==> src/rtl/horner_poly_eval.sv <==
// Iterative fixed-point polynomial evaluator using Horner's rule: one shared
// multiply-add per clock, run-time writable coefficients, valid/ready on both sides.
module horner_poly_eval #(
  parameter int WIDTHIN  = 16,
  parameter int FRAC_IN  = 14,
  parameter int WIDTHOUT = 32,
  parameter int FRAC_OUT = 25,
  parameter int N_TERMS  = 6,
  parameter int SATURATE = 1,
  parameter logic [N_TERMS*WIDTHIN-1:0] COEF_INIT =
    {16'h0088, 16'h02AA, 16'h0AAA, 16'h2000, 16'h4000, 16'h4000}
) (
  input  logic                       clk,
  input  logic                       reset,
  input  logic                       i_valid,
  output logic                       o_ready,
  input  logic [WIDTHIN-1:0]         i_x,
  output logic                       o_valid,
  input  logic                       i_ready,
  output logic [WIDTHOUT-1:0]        o_y,
  output logic                       o_ovf,
  input  logic                       cfg_we,
  input  logic [$clog2(N_TERMS)-1:0] cfg_addr,
  input  logic [WIDTHIN-1:0]         cfg_data,
  output logic                       o_cfg_ack
);

  localparam int AW = $clog2(N_TERMS);
  localparam int SH = FRAC_OUT - FRAC_IN;
  localparam int PW = WIDTHOUT + WIDTHIN;
  localparam logic [AW:0] N_TERMS_L = (AW+1)'(N_TERMS);

  typedef enum logic [1:0] {
    IDLE = 2'd0,
    CALC = 2'd1,
    DONE = 2'd2
  } state_t;

  state_t              state_r;
  logic [WIDTHIN-1:0]  coef_r [N_TERMS];
  logic [WIDTHOUT-1:0] acc_r;
  logic [WIDTHIN-1:0]  x_r;
  logic [AW-1:0]       cnt_r;
  logic                ovf_r;

  logic [PW-1:0]       prod_s;
  logic [WIDTHOUT-1:0] mid_s;
  logic [WIDTHOUT:0]   sum_s;
  logic                step_ovf_s;
  logic [WIDTHOUT-1:0] step_acc_s;
  logic                addr_ok_s;

  function automatic logic [WIDTHOUT-1:0] align(input logic [WIDTHIN-1:0] c);
    align = {{(WIDTHOUT-WIDTHIN){1'b0}}, c} << SH;
  endfunction

  assign o_ready   = (state_r == IDLE);
  assign addr_ok_s = ({1'b0, cfg_addr} < N_TERMS_L);

  // One Horner step: acc*x rescaled to the accumulator format, plus the next coefficient
  always_comb begin
    prod_s     = PW'(acc_r) * PW'(x_r);
    mid_s      = prod_s[FRAC_IN +: WIDTHOUT];
    sum_s      = {1'b0, mid_s} + {1'b0, align(coef_r[cnt_r])};
    step_ovf_s = (prod_s[PW-1:FRAC_IN+WIDTHOUT] != '0) | sum_s[WIDTHOUT];
    if ((SATURATE != 0) && step_ovf_s) begin
      step_acc_s = '1;
    end else begin
      step_acc_s = sum_s[WIDTHOUT-1:0];
    end
  end

  // Control FSM, datapath registers, coefficient file and registered outputs
  always_ff @(posedge clk or posedge reset) begin
    if (reset) begin
      state_r   <= IDLE;
      acc_r     <= '0;
      x_r       <= '0;
      cnt_r     <= '0;
      ovf_r     <= 1'b0;
      o_valid   <= 1'b0;
      o_y       <= '0;
      o_ovf     <= 1'b0;
      o_cfg_ack <= 1'b0;
      for (int k = 0; k < N_TERMS; k++) begin
        coef_r[k] <= COEF_INIT[k*WIDTHIN +: WIDTHIN];
      end
    end else begin
      o_cfg_ack <= 1'b0;
      case (state_r)
        IDLE: begin
          // An x handshake takes priority over a same-cycle coefficient write
          if (i_valid) begin
            x_r     <= i_x;
            acc_r   <= align(coef_r[N_TERMS-1]);
            cnt_r   <= AW'(N_TERMS-2);
            ovf_r   <= 1'b0;
            state_r <= CALC;
          end else if (cfg_we && addr_ok_s) begin
            coef_r[cfg_addr] <= cfg_data;
            o_cfg_ack        <= 1'b1;
          end else begin
            state_r <= IDLE;
          end
        end
        CALC: begin
          acc_r <= step_acc_s;
          ovf_r <= ovf_r | step_ovf_s;
          if (cnt_r == '0) begin
            state_r <= DONE;
            o_valid <= 1'b1;
            o_y     <= step_acc_s;
            o_ovf   <= ovf_r | step_ovf_s;
          end else begin
            cnt_r <= cnt_r - 1'b1;
          end
        end
        DONE: begin
          if (i_ready) begin
            o_valid <= 1'b0;
            state_r <= IDLE;
          end else begin
            o_valid <= 1'b1;
          end
        end
        default: begin
          state_r <= IDLE;
          o_valid <= 1'b0;
        end
      endcase
    end
  end

endmodule

==> config.mk <==
export PLATFORM = sky130hd
export DESIGN_NAME = horner_poly_eval
export DESIGN_NICKNAME = d
export VERILOG_FILES = /design/src/rtl/horner_poly_eval.sv
export SDC_FILE = /design/constraint.sdc
export NUM_CORES = 2
export LEC_CHECK = 0
export BUFFER_PORTS_ARGS = -buffer_cell sky130_fd_sc_hd__buf_2
export CAP_MARGIN = 10
export CORE_AREA = 2 2 148 295
export CTS_CLUSTER_DIAMETER = 120
export DETAILED_ROUTE_END_ITERATION = 10
export DIE_AREA = 0 0 150 297
export PLACE_DENSITY = 0.9
export SKIP_LAST_GASP = 1
export SYNTH_ARGS = -nofsm -noshare
export SYNTH_HDL_FRONTEND = slang
export SYNTH_SLANG_ARGS = --single-unit
==> constraint.sdc <==
create_clock -name clk -period 8.1 [get_ports clk]
set_clock_uncertainty 0.05 [all_clocks]
set_input_delay 1.215 -clock clk [delete_from_list [all_inputs] [get_ports clk]]
set_output_delay 1.215 -clock clk [all_outputs]
set_load 0.1 [all_outputs]
==> results.py <==
metrics = {
    "final_layout": {
        "nFillCells": 2803,
        "area_growth_pct": 16.0,
        "drive_gt1_share_pct": 22.5,
        "final_area_um2": 28700,
        "fin_nets": 3489,
        "fin_util_pct": 68.0,
    },
    "critical_path": {
        "r2r_start": "x_r[4]$_DFFE_PP0P_",
        "critPathMaxStageDelay_ns": 0.59,
        "worstSetupEndpointType": "register",
        "arrival_ns": 9.06,
        "worstPathMaxFanout": 12,
        "crit_type": "reg -> reg",
        "worst_path_most_repeated_cell": "fa_1",
        "r2r_cells": 35,
        "worstPathRequired_ns": 8.36,
        "rrSetupSlack_ns": -0.70,
        "slowest_stage": "fa_1",
        "regToRegEndpoint": "o_y[23]$_DFFE_PP0P_",
        "critPathLaunch": "x_r[4]$_DFFE_PP0P_",
        "cp-endpoint": "o_y[23]$_DFFE_PP0P_",
        "start_kind": "register",
    },
    "clocking": {
        "clock_sinks": 185,
        "clk_pin_slew_worst_paths_ns": 0.09,
        "cts_max_level": 4,
        "clock-root-buffer": "clkbuf_16",
        "worstSkewPairLatency_ns": 0.47,
        "clock_path_buffers": 2,
        "numCtsBuffers": 17,
        "cts_tree": "built",
    },
    "detailed_routing": {
        "wl_per_cell_um": 24.2,
        "drt_pass1_iterations": 9,
        "wl_met1_mm": 25.9,
        "via_per_inst": 6.25,
        "wl_mm": 83.6,
        "route.met3.wl_mm": 10.1,
        "ant_nets": 0,
        "num_vias": 21600,
        "wl_met2_mm": 38.9,
        "drt_iter0_drc": 2425,
        "topRoutingLayerUsed": "met5",
        "drc_errors": 0,
    },
    "logic_synthesis": {
        "synth_cells": 2653,
        "seq_area_frac_synth_pct": 18.8,
        "syn_area_per_cell_um2": 9.34,
        "synthDistinctLibCells": 58,
        "synth_xor_area_share_pct": 1.77,
        "synth_seq_cells": 185,
        "synth_edf_count": 0,
        "muxShareOfSynthArea_pct": 7.23,
        "synth_compound_area_share_pct": 7.03,
        "synthAdderAreaFrac_pct": 40.7,
        "synth_top_family_by_area": "adder cells",
        "async_reset_ff_share_pct": 100,
        "synthSimpleGateAreaFrac_pct": 14.6,
        "syn_area_um2": 24800,
        "syn_nets": 3249,
        "ys_warn_count": 0,
        "synth_top_flop_cell": "dfrtp_1",
    },
    "place": {
        "dp_hpwl_mm": 59.8,
        "io_buffers": 75,
        "placedInstanceArea_um2": 27300,
        "place_congestion": 1.04,
    },
    "global_route": {
        "track_usage_pct": 37.2,
        "grt_pass1_vias": 23100,
        "grt_pass1_wl_mm": 126,
        "grt_max_degree": 119,
        "grt_overflow": 0,
        "antenna_found_initial": 4,
    },
    "floorplan": {
        "fp.coreArea_um2": 42300,
        "dieArea_um2": 44600,
        "ioPinCount": 76,
        "die_w_um": 150,
        "rows": 107,
        "start_util_pct": 58.6,
        "fp.dieH_um": 297,
    },
    "sta": {
        "tns_ns": -35.77,
        "finalWorstSetupSlack_ns": -0.701,
        "worstMarginPinSlew_ns": 1.08,
        "slew_violations": 0,
        "slew_headroom_pct": 28.2,
        "clock.fmax_ghz": 0.114,
        "rsz0062_at_grt": "yes",
        "hold_viol": 0,
        "hold_ws_ns": 0.427,
        "post-route-min-period_ns": 8.80,
        "setup_viol": 66,
        "fin_crit_sh_pct": 109,
    },
    "outcome": {
        "status": "complete, but fails checks",
        "violations": "setup timing",
    },
    "flow_run": {
        "cap_violations": 0,
    },
    "min_path": {
        "worstHoldPathType": "reg -> reg",
    },
}
[cell usage in the layout (no fill, tap or decap), types with 56 or more instances in the layout]
master,n
nor2_1,56
a21oi_1,69
dfrtp_1,149
buf_2,75
buf_4,269
ha_1,133
mux2_2,112
and2_1,175
inv_1,482
nand2_1,442
fa_1,410
[area by class of cell]
type / count / area (um2) / share of cell area, %
antenna: 3 / 7.51 / 0.0261
clock buffer: 17 / 425 / 1.48
clock inverter: 15 / 203 / 0.705
inverter: 488 / 1840 / 6.40
multi-input combinational: 1826 / 18000 / 62.7
sequential: 185 / 4670 / 16.3
tap: 545 / 682 / 2.37
timing repair buffer: 375 / 2890 / 10.1
[metrics by stage]
step	worst slack [ns]	std cells
global route	-0.942	3451
CTS	-0.213	3444
finish	-0.701	3454
floorplan	0.00173	2653
global placement	-0.738	3380
detailed placement	-0.928	3380
[worst max-delay path, delay by kind of cell, from the launching register on]
family | cells | cell delay, ns
AO/OA/AOI/OAI | 15 | 2.57
XOR/XNOR | 1 | 0.17
adder cells (fa/ha/maj) | 8 | 3.62
buffers and inverters | 6 | 0.79
flip-flops | 1 | 0.46
multiplexers | 1 | 0.26
AND/OR/NAND/NOR | 4 | 0.71
[worst min path at each step]
stage	to	cells after the start	start	slack, ns
finish	o_y[15]$_DFFE_PP0P_	2	o_y[15]$_DFFE_PP0P_	0.43
CTS	o_y[15]$_DFFE_PP0P_	2	o_y[15]$_DFFE_PP0P_	0.44
detailed placement	o_y[15]$_DFFE_PP0P_	2	o_y[15]$_DFFE_PP0P_	0.42
global placement	o_y[19]$_DFFE_PP0P_	2	o_y[19]$_DFFE_PP0P_	0.41
global route	o_y[15]$_DFFE_PP0P_	2	o_y[15]$_DFFE_PP0P_	0.46
floorplan	ovf_r$_DFFE_PP0P_	2	ovf_r$_DFFE_PP0P_	0.41
[Yosys cell counts (4+ instances only)]
cell      number  area [um2]
a211oi_1       8        60.1
a21boi_0       6        45.0
a21o_1        21         158
a21oi_1       81         405
a31oi_1        9        56.3
and2_1       176        1100
and3_1        21         131
buf_2          7        35.0
clkbuf_1     143         537
dfrtp_1      169        4230
dfstp_2       16         420
fa_1         418        8370
ha_1         138        1730
inv_1        488        1830
mux2_2       112        1260
mux2i_1       17         170
mux4_2        16         360
nand2_1      445        1670
nand3_1       10        50.1
nand4_1       18         113
nor2_1        72         270
nor2b_1        6        37.5
nor3_1        10        50.1
nor4_1         4        25.0
o211ai_1       5        37.5
o21a_1         8        60.1
o21ai_0       69         345
o21ai_1       42         210
o21bai_1       8        60.1
o22ai_1       17         106
or3_1          4        25.0
xnor2_1       29         254
xor2_1        21         184
[per-layer routing]
layer / up-vias / global-route usage (%)
met2: 1749 / 58.8
met3: 682 / 11.6
met4: 6 / 29.2
met5: - / 0
met1: 10500 / 41.1
li1: 8662 / -
[what timing repair did]
item                       CTS  global route
pin swaps                   25            19
setup endpoints to repair   66            66
gates resized for setup     89            57
hold buffers                 0             0
gates cloned                 2             1
buffers inserted            30             7
[sequential cells by signal, summed over array words and instances (netlist names)]
name and cells:
acc_r 32, cnt_r 3, coef_r 96, o_cfg_ack 1
o_ovf 1, o_valid 1, o_y 32, ovf_r 1
state_r 2, x_r 16
[cells by family (layout without fill, tap and decap cells)]
group / after synthesis / in the layout
XOR/XNOR: 50 / 50
other: 0 / 3
AND/OR/NAND/NOR: 782 / 782
multiplexers: 145 / 145
flip-flops: 185 / 185
AO/OA/AOI/OAI: 293 / 293
adder cells (fa/ha/maj): 556 / 556
buffers and inverters: 642 / 895
Power is not shown: default switching activity piles up to over one toggle a cycle in this logic, so the estimate is an artifact.
